--- src/rtl/mips_isa_pkg.sv ---
// mips_isa_pkg: MIPS opcode/funct constants, the symbolic mnemonic codes
// accepted by the instruction encoder, and the legal mnemonic bound.
// Shared by the encoder and the control decoder's tests.
package mips_isa_pkg;

  typedef enum logic [4:0] {
    M_ADD  = 5'd0,  M_ADDU = 5'd1,  M_SUB  = 5'd2,  M_SUBU = 5'd3,
    M_AND  = 5'd4,  M_OR   = 5'd5,  M_NOR  = 5'd6,  M_SLT  = 5'd7,
    M_SLTU = 5'd8,  M_SLL  = 5'd9,  M_SRL  = 5'd10, M_SLLV = 5'd11,
    M_SRLV = 5'd12, M_JR   = 5'd13, M_JALR = 5'd14,
    M_ADDI = 5'd15, M_SLTI = 5'd16, M_ANDI = 5'd17, M_ORI  = 5'd18,
    M_LUI  = 5'd19, M_LW   = 5'd20, M_SW   = 5'd21, M_BEQ  = 5'd22,
    M_BNE  = 5'd23,
    M_J    = 5'd24, M_JAL  = 5'd25
  } mnem_e;

  // Codes at or above this bound are illegal.
  localparam logic [4:0] MNEM_LIMIT = 5'd26;

  typedef enum logic [1:0] {FMT_R, FMT_I, FMT_J, FMT_BAD} fmt_e;

  localparam logic [5:0] OP_RTYPE = 6'b000000;
  localparam logic [5:0] OP_ADDI  = 6'b001000;
  localparam logic [5:0] OP_SLTI  = 6'b001010;
  localparam logic [5:0] OP_ANDI  = 6'b001100;
  localparam logic [5:0] OP_ORI   = 6'b001101;
  localparam logic [5:0] OP_LUI   = 6'b001111;
  localparam logic [5:0] OP_LW    = 6'b100011;
  localparam logic [5:0] OP_SW    = 6'b101011;
  localparam logic [5:0] OP_BEQ   = 6'b000100;
  localparam logic [5:0] OP_BNE   = 6'b000101;
  localparam logic [5:0] OP_J     = 6'b000010;
  localparam logic [5:0] OP_JAL   = 6'b000011;

  localparam logic [5:0] FN_ADD  = 6'b100000;
  localparam logic [5:0] FN_ADDU = 6'b100001;
  localparam logic [5:0] FN_SUB  = 6'b100010;
  localparam logic [5:0] FN_SUBU = 6'b100011;
  localparam logic [5:0] FN_AND  = 6'b100100;
  localparam logic [5:0] FN_OR   = 6'b100101;
  localparam logic [5:0] FN_NOR  = 6'b100111;
  localparam logic [5:0] FN_SLT  = 6'b101010;
  localparam logic [5:0] FN_SLTU = 6'b101011;
  localparam logic [5:0] FN_SLL  = 6'b000000;
  localparam logic [5:0] FN_SRL  = 6'b000010;
  localparam logic [5:0] FN_SLLV = 6'b000100;
  localparam logic [5:0] FN_SRLV = 6'b000110;
  localparam logic [5:0] FN_JR   = 6'b001000;
  localparam logic [5:0] FN_JALR = 6'b001001;

endpackage

--- src/rtl/instr_enc_pack.sv ---
// instr_enc_pack: combinational packer, mnemonic + fields -> 32-bit MIPS word.
// Ports: mnem/rs/rt/rd/sa/imm/target in; word (encoded instruction) and
// legal (mnemonic is a defined code) out. word is 0 when legal is 0.
module instr_enc_pack
  import mips_isa_pkg::*;
(
  input  logic [4:0]  mnem,
  input  logic [4:0]  rs,
  input  logic [4:0]  rt,
  input  logic [4:0]  rd,
  input  logic [4:0]  sa,
  input  logic [15:0] imm,
  input  logic [25:0] target,
  output logic [31:0] word,
  output logic        legal
);

  fmt_e       fmt;
  logic [5:0] op;
  logic [5:0] funct;
  logic [4:0] rs_f, rt_f, rd_f, sa_f;

  // Classify the mnemonic and apply the per-instruction field forcing.
  always_comb begin
    fmt   = FMT_BAD;
    op    = OP_RTYPE;
    funct = '0;
    rs_f  = rs;
    rt_f  = rt;
    rd_f  = rd;
    sa_f  = '0;
    case (mnem)
      M_ADD:  begin fmt = FMT_R; funct = FN_ADD;  end
      M_ADDU: begin fmt = FMT_R; funct = FN_ADDU; end
      M_SUB:  begin fmt = FMT_R; funct = FN_SUB;  end
      M_SUBU: begin fmt = FMT_R; funct = FN_SUBU; end
      M_AND:  begin fmt = FMT_R; funct = FN_AND;  end
      M_OR:   begin fmt = FMT_R; funct = FN_OR;   end
      M_NOR:  begin fmt = FMT_R; funct = FN_NOR;  end
      M_SLT:  begin fmt = FMT_R; funct = FN_SLT;  end
      M_SLTU: begin fmt = FMT_R; funct = FN_SLTU; end
      M_SLL:  begin fmt = FMT_R; funct = FN_SLL; rs_f = '0; sa_f = sa; end
      M_SRL:  begin fmt = FMT_R; funct = FN_SRL; rs_f = '0; sa_f = sa; end
      M_SLLV: begin fmt = FMT_R; funct = FN_SLLV; end
      M_SRLV: begin fmt = FMT_R; funct = FN_SRLV; end
      M_JR:   begin fmt = FMT_R; funct = FN_JR; rt_f = '0; rd_f = '0; end
      M_JALR: begin fmt = FMT_R; funct = FN_JALR; rt_f = '0; end
      M_ADDI: begin fmt = FMT_I; op = OP_ADDI; end
      M_SLTI: begin fmt = FMT_I; op = OP_SLTI; end
      M_ANDI: begin fmt = FMT_I; op = OP_ANDI; end
      M_ORI:  begin fmt = FMT_I; op = OP_ORI;  end
      M_LUI:  begin fmt = FMT_I; op = OP_LUI; rs_f = '0; end
      M_LW:   begin fmt = FMT_I; op = OP_LW;   end
      M_SW:   begin fmt = FMT_I; op = OP_SW;   end
      M_BEQ:  begin fmt = FMT_I; op = OP_BEQ;  end
      M_BNE:  begin fmt = FMT_I; op = OP_BNE;  end
      M_J:    begin fmt = FMT_J; op = OP_J;    end
      M_JAL:  begin fmt = FMT_J; op = OP_JAL;  end
      default: fmt = FMT_BAD;
    endcase
    if (mnem >= MNEM_LIMIT) fmt = FMT_BAD;
  end

  always_comb begin
    word  = '0;
    legal = 1'b1;
    case (fmt)
      FMT_R:   word = {OP_RTYPE, rs_f, rt_f, rd_f, sa_f, funct};
      FMT_I:   word = {op, rs_f, rt_f, imm};
      FMT_J:   word = {op, target};
      default: legal = 1'b0;
    endcase
  end

endmodule

--- src/rtl/instr_encoder.sv ---
// instr_encoder: sequential MIPS instruction encoder / program loader.
// Accepts symbolic beats over in_valid/in_ready, packs each into a 32-bit
// word and writes it to instruction memory at consecutive word addresses
// starting from BASE_ADDR after each start pulse.
// Ports: clk, rstn (async active-low), start, beat inputs (in_valid, in_mnem,
// in_rs/rt/rd/sa, in_imm, in_target, in_last), in_ready; memory write port
// im_we/im_addr/im_wdata; status count, busy, done, err (sticky illegal
// mnemonic), ovf (sticky address-space exhaustion). All outputs registered.
module instr_encoder
  import mips_isa_pkg::*;
#(
  parameter int unsigned ADDR_WIDTH = 8,
  parameter int unsigned BASE_ADDR  = 0
) (
  input  logic                  clk,
  input  logic                  rstn,
  input  logic                  start,
  input  logic                  in_valid,
  output logic                  in_ready,
  input  logic [4:0]            in_mnem,
  input  logic [4:0]            in_rs,
  input  logic [4:0]            in_rt,
  input  logic [4:0]            in_rd,
  input  logic [4:0]            in_sa,
  input  logic [15:0]           in_imm,
  input  logic [25:0]           in_target,
  input  logic                  in_last,
  output logic                  im_we,
  output logic [ADDR_WIDTH-1:0] im_addr,
  output logic [31:0]           im_wdata,
  output logic [ADDR_WIDTH:0]   count,
  output logic                  busy,
  output logic                  done,
  output logic                  err,
  output logic                  ovf
);

  localparam logic [ADDR_WIDTH-1:0] BASE = ADDR_WIDTH'(BASE_ADDR);

  typedef enum logic [1:0] {S_IDLE, S_LOAD, S_DONE} state_e;

  state_e                state;
  logic [ADDR_WIDTH-1:0] addr;
  logic [31:0]           enc_word;
  logic                  enc_legal;
  logic                  accept;
  logic                  at_top;

  instr_enc_pack u_pack (
    .mnem   (in_mnem),
    .rs     (in_rs),
    .rt     (in_rt),
    .rd     (in_rd),
    .sa     (in_sa),
    .imm    (in_imm),
    .target (in_target),
    .word   (enc_word),
    .legal  (enc_legal)
  );

  // in_ready is a flop that is high exactly while in LOAD.
  assign accept = in_valid && in_ready;
  assign at_top = (addr == '1);

  always_ff @(posedge clk or negedge rstn) begin
    if (!rstn) begin
      state    <= S_IDLE;
      addr     <= BASE;
      in_ready <= 1'b0;
      im_we    <= 1'b0;
      im_addr  <= BASE;
      im_wdata <= '0;
      count    <= '0;
      busy     <= 1'b0;
      done     <= 1'b0;
      err      <= 1'b0;
      ovf      <= 1'b0;
    end else begin
      im_we <= 1'b0;
      if (start) begin
        // start wins over any beat presented in the same cycle.
        state    <= S_LOAD;
        addr     <= BASE;
        im_addr  <= BASE;
        count    <= '0;
        err      <= 1'b0;
        ovf      <= 1'b0;
        in_ready <= 1'b1;
        busy     <= 1'b1;
        done     <= 1'b0;
      end else if (accept) begin
        if (enc_legal) begin
          im_we    <= 1'b1;
          im_addr  <= addr;
          im_wdata <= enc_word;
          count    <= count + 1'b1;
          // The top word ends the session; the address never wraps.
          if (!at_top) addr <= addr + 1'b1;
          if (at_top && !in_last) ovf <= 1'b1;
        end else begin
          err <= 1'b1;
        end
        if (in_last || (enc_legal && at_top)) begin
          state    <= S_DONE;
          in_ready <= 1'b0;
          busy     <= 1'b0;
          done     <= 1'b1;
        end
      end
    end
  end

endmodule
--- config.mk ---
export PLATFORM = sky130hd
export DESIGN_NAME = instr_encoder
export DESIGN_NICKNAME = d
export VERILOG_FILES = /design/src/rtl/mips_isa_pkg.sv /design/src/rtl/instr_enc_pack.sv /design/src/rtl/instr_encoder.sv
export SDC_FILE = /design/constraint.sdc
export NUM_CORES = 1
export LEC_CHECK = 0
export CORE_UTILIZATION = 45
export CTS_CLUSTER_SIZE = 28
export DETAILED_ROUTE_END_ITERATION = 16
export PLACE_DENSITY = 0.81
export SLEW_MARGIN = 20
export SYNTH_ARGS = -nofsm -noshare
export SYNTH_HDL_FRONTEND = slang
export SYNTH_HIERARCHICAL = 1
export SYNTH_SLANG_ARGS = --single-unit
--- constraint.sdc ---
create_clock -name clk -period 2.1 [get_ports clk]
set_input_delay 0.42 -clock clk [delete_from_list [all_inputs] [get_ports clk]]
set_output_delay 0.42 -clock clk [all_outputs]
set_load 0.01 [all_outputs]
# Word-level counts from Yosys, hierarchy flattened
# Cells that the tools add are included.
[word_totals]
reg_bits = 62
elab_cells = 103
[op_classes]
add_sub_neg = 2
magnitude_cmp = 1
n_eq_ne = 30
n_mux = 36
n_bitwise = 1
reduce_logical = 24
[op_table]
columns = ["cell", "n"]
rows = [
  ["$pmux W32 S3", 1],
  ["$pmux W6 S14", 1],
  ["$pmux W6 S11", 1],
  ["$mux W8", 7],
  ["$eq A5 B5 Y1 const B", 10],
  ["$eq A5 B4 Y1 const B", 8],
  ["$mux W9", 3],
  ["$eq A5 B3 Y1 const B", 4],
  ["$mux W5", 4],
  ["$mux W1", 17],
  ["$reduce_or A15 Y1", 1],
  ["$eq A5 B2 Y1 const B", 2],
  ["$add A9 B1 Y9 const B", 1],
  ["$reduce_and A3 Y1", 3],
  ["$reduce_or A9 Y1", 1],
  ["$add A8 B1 Y8 const B", 1],
  ["$eq A8 B8 Y1 const B", 1],
  ["$reduce_bool A2 Y1", 4],
  ["$pmux W2 S3", 1],
  ["$reduce_and A2 Y1", 3],
  ["$reduce_or A2 Y1", 3],
  ["$reduce_or A3 Y1", 2],
  ["$eq A5 B1 Y1 const B", 1],
  ["$ge A5 B5 Y1 const B", 1],
  ["10 further kinds", 13],
]

# Longest topological paths before layout
[depth]
word_depth = 12
mapped_depth = 9
depth_no_buf = 5

# Modules after synthesis
# The synthesis kept the hierarchy.
[modules_own_cells]
columns = ["module", "instances", "cells_per_inst", "area_each_um2", "seq_area_each_um2"]
rows = [
  ["instr_encoder", 1, 224, 2720.1, 1551.5],
  ["instr_enc_pack", 1, 108, 718.2, 0.0],
]

# Least setup slack after synthesis
# OpenSTA, ideal clock, no wires.
[synth_timing]
path_type = "input port to flip-flop"
startpoint = "input port in_mnem[1]"
endpoint = "register im_wdata[10]"
setup_time_ns = 0.125
t_arrival_ns = 2.066
t_required_ns = 1.975
path_slack_ns = -0.091
path_stages = 9
n_path_buf = 4
cell_sequence = "buf_4 buf_2 or2_1 nand3_1 buf_4 nand3_4 nor2_2 buf_6 mux2_2"
[synth_via]
elab_chain_cells = 8
word_cells_on_any_way = 41
cone_classes = "1 x order compare; 27 x eq/ne; 5 x mux; 8 x reduce/logical"
[synth_rtl]
columns = ["item", "line", "text"]
rows = [
  ["from (decl)", "instr_encoder.sv:20", "input logic [4:0] in_mnem,"],
  ["$eq A5 B1 Y1, or another cell as far along", "instr_enc_pack.sv:32", "case (mnem)"],
  ["$reduce_or A15 Y1 (no line), or another cell as far along", "-", ""],
  ["$pmux W2 S3", "instr_enc_pack.sv:32", ""],
  ["$mux W2 *", "instr_enc_pack.sv:61", "if (mnem >= MNEM_LIMIT) fmt = FMT_BAD;"],
  ["$eq A2 B1 Y1, or another cell as far along", "instr_enc_pack.sv:67", "case (fmt)"],
  ["$reduce_or A3 Y1 (no line) *", "-", ""],
  ["$mux W1 *", "instr_enc_pack.sv:67", ""],
  ["net enc_legal", "instr_encoder.sv:45", "logic enc_legal;"],
  ["$reduce_and A3 Y1 (no line) *", "-", ""],
  ["to (signal assigned)", "instr_encoder.sv:95", "im_wdata <= enc_word;"],
  ["to (decl)", "instr_encoder.sv:30", "output logic [31:0] im_wdata,"],
]
# The timed path passes the listed nets; every way through them passes the cells marked *.
# A chain may end at the register's enable or synchronous reset.

# Worst setup path after layout
[layout_timing]
startpoint = "register busy"
endpoint = "output port busy"
[layout_lines]
columns = ["item", "line", "text"]
rows = [
  ["from (decl)", "instr_encoder.sv:32", "output logic busy,"],
  ["from (signal assigned)", "instr_encoder.sv:74", "busy <= 1'b0;"],
  ["from (signal assigned)", "instr_encoder.sv:89", "busy <= 1'b1;"],
  ["from (signal assigned)", "instr_encoder.sv:106", "busy <= 1'b0;"],
]
# No word-level cell between the ends.

==> out/results.tsv <==
stage	metric	value	unit
pwr	ir_drop	0.000367	V
die	dieArea	7990	µm²
clock_network	cts_resized	0	
clock_network	cts_setup_buffers	0	
global_route	grt_pass1_vias	3128	
setup_path	crit_path_start_kind	flop	
pwr	p_seq_share	40.3	%
layout	nFillCells	525	
timing	min_period	2.03	ns
timing	finalSetupViolCount	0	
pwr	p_int	2590	µW
timing	final-hold-violation-count	0	
logic_synthesis	ys_seq_elements	62	
setup_path	worstPathArrival	1.61	ns
clock_network	hold_buffers	0	
clock_network	clk_pin_slew	0.07	ns
drt	avgViaCountPerCell	5.41	
pwr	p_clk_share	33.7	%
layout	multi_input_area	1630	µm²
logic_synthesis	synthDistinctLibCells	54	
layout	drive_gt1_share	20.9	%
logic_synthesis	synthArstFlopShare	100	%
clock_network	cts_tree	yes	
global_route	grt_first_pass_wirelength	14600	µm
setup_path	max_stage_delay	0.64	ns
pwr	power_switching	918	µW
timing	fmax	0.493	GHz
timing	rsz0062_at_grt	false	
drt	drc_errors	0	
clock_network	h-tree-depth	3	
setup_path	end_kind	output port	
die	start_util	46.9	%
global_route	grt_overflow	0	
outcome	outcome	completed	
setup_path	crit_required	1.68	ns
drt	drt-initial-drc-count	189	
drt	wl_met2	4500	µm
setup_path	cp_num_buf_inv	1	
clock_network	cts_made_buffers	9	
pwr	powerDensity	678	nW/µm²
drt	firstDrtPassIters	4	
logic_synthesis	synth_edf_count	0	
drt	wl_per_cell	15.4	µm
layout	fin_nets	557	
logic_synthesis	netlist_area	3440	µm²
layout	syn2layout_area_growth	50.7	%
hold_path	min_path_type	input port to asynchronous set/reset pin	
logic_synthesis	ys_seq_area_share	45.1	%
timing	finalCritPeriodShare	96.6	%
die	core	7330	µm²
logic_synthesis	syn-num-nets	406	
layout	fin_area	5180	µm²
setup_path	path_max_fanout	12	
drt	routed_wl	9060	µm
clock_network	clkLatencyLatePin	0.34	ns
timing	worstMarginPinSlew	0.529	ns
job	maxCapViolations	0	
global_route	grt_usage	24.4	%
setup_path	slowest_stage	dfrtp_1	
logic_synthesis	syn_avg_cell_area	10.4	µm²
die	io_pins	127	
die	rows	31	
layout	regArea	1550	µm²
die	die_h	89.4	µm
global_route	grt_max_degree	63	
placed_design	gp_congestion	0.848	
setup_path	crit_type	flop to output port	
clock_network	clock-sinks	62	
placed_design	place_hpwl	6790	µm
drt	wl_met1	3920	µm
global_route	antenna_found_initial	0	
timing	finalMaxSlewViolations	0	
setup_path	crit_family	flip-flops	
clock_network	cts_max_path_buffers	2	
logic_synthesis	ys.flop_type	dfrtp_1	
drt	highest_layer	met4	
layout	fin_util	70.7	%
die	dieWidth	89.4	µm
placed_design	io_buffers	126	
placed_design	placed_area	4960	µm²
layout	fin_cells	587	
timing	skew	0.00364	ns
setup_path	cp_cell_sequence	clkdlybuf4s50_1	
logic_synthesis	syn_inst	332	
placed_design	dpl.cell_count	571	
logic_synthesis	ys_warn_count	6	
drt	drtAntennaViolNets	0	
pwr	pwr-share-comb	26.0	%
pwr	p_sw_share	26.2	%
pwr	leakage	0.00224	µW
layout	num_antenna_cells	0	
drt	vias	3177	
timing	slew_headroom	64.6	%
drt	dr_wl_met3	483	µm
clock_network	clockRootBuffer	clkbuf_8	
[registers in the layout, summed over array words and instances (netlist names)]
name and count:
busy 1, count 9, im_wdata 32, done 1
im_addr 8, ovf 1, addr 8, im_we 1
err 1
[metal layers]
layer	track usage [%]	vias up
li1	-	1509
met1	30.6	1554
met2	40.7	101
met3	4.89	13
met4	10.8	0
met5	0	-
[logic make-up after synthesis]
group / synth area share [%]
compound gates: 16.6
xor+xnor: 1.02
fa+ha+maj: 0.728
buf+inv: 7.68
flops: 45.1
mux: 13.6
other cells: 0.109
simple gates: 15.2
[final cells by class]
class                   instances  share of cell area, %
well taps                      99                   2.39
flip-flops and latches         62                   30.0
inverters                      19                   1.38
clock inverters                 6                   1.62
repair buffers                168                   30.6
multi-input cells             223                   31.4
clock buffers                  10                   2.66
[cells in the final DEF, fill, tap and decap left out, types with 4 or more instances in the layout]
cell | Yosys | layout
nand2_1 | 26 | 26
nor4_1 | 4 | 4
dfrtp_1 | 62 | 62
a222oi_1 | 11 | 11
a31oi_1 | 5 | 5
clkdlybuf4s50_1 | 0 | 125
a22o_1 | 11 | 11
o21ai_0 | 4 | 4
nand3_1 | 6 | 6
inv_1 | 19 | 19
buf_4 | 8 | 41
nor2_1 | 16 | 16
mux2_2 | 37 | 37
nand4_1 | 5 | 5
mux2i_1 | 4 | 4
nor2b_1 | 11 | 11
clkbuf_8 | 0 | 10
a21oi_1 | 21 | 21
a211oi_1 | 4 | 4
nand2b_1 | 10 | 10
[cells in the mapped netlist (2+ instances only)]
library cell  number  area share, %
ha_1               2           0.73
a222oi_1          11            3.2
dfrtp_1           62             45
nand3_1            6           0.87
nor2_2             2           0.36
a211oi_1           4           0.87
xor2_1             2           0.51
inv_1             19            2.1
a21oi_1           21            3.1
or3_1              2           0.36
mux2_2            37             12
xnor2_1            2           0.51
nand2_1           26            2.8
mux2i_1            4            1.2
o21ai_0            4           0.58
buf_6              6            2.0
nor2b_1           11            2.0
nand4_1            5           0.91
and2_1             2           0.36
buf_4              8            1.7
a31oi_1            5           0.91
a41oi_1            2           0.51
o22ai_1            3           0.55
nor3_1             3           0.44
buf_2             10            1.5
nor2_1            16            1.7
clkbuf_1           3           0.33
o31ai_1            2           0.44
a22o_1            11            2.8
nand2b_1          10            1.8
and3_1             2           0.36
nor4_1             4           0.73
o21ai_1            3           0.44
or4_1              2           0.44
[stage by stage]
step / power, µW / setup slack [ns] / hold slack, ns / TNS [ns]
6_report: 3510 / 0.0715 / 0.0865 / 0
2_1_floorplan: 1800 / 0.0115 / 0.124 / 0
3_3_place_gp: 2330 / -0.168 / 0.456 / -6.03
4_1_cts: 3550 / 0.0661 / 0.0838 / 0
3_5_place_dp: 2350 / -0.214 / 0.455 / -7.31
5_1_grt: 3680 / 0.0144 / 0.119 / 0
[final timing paths]
path,startpoint,endpoint,slack [ns],cells after the start
min in group clk,im_wdata[10],im_wdata[10],0.51,1
min reg2reg,im_wdata[10],im_wdata[10],0.51,1
min,rstn,count[6],0.09,2
max in group asynchronous,rstn,im_wdata[27],1.76,2
max reg2reg,addr[0],addr[5],0.26,4
max,busy,busy,0.07,1
[power groups by stage]
| stage | sequential, µW | combinational [µW] | clock, µW |
|---|---|---|---|
| global placement | 1430 | 901 | 0 |
| global route | 1430 | 987 | 1260 |
| detailed placement | 1440 | 917 | 0 |
| CTS | 1410 | 921 | 1210 |
| finish | 1420 | 913 | 1180 |
| floorplan | 1490 | 317 | 0 |
(Power assumes the default switching activity.)
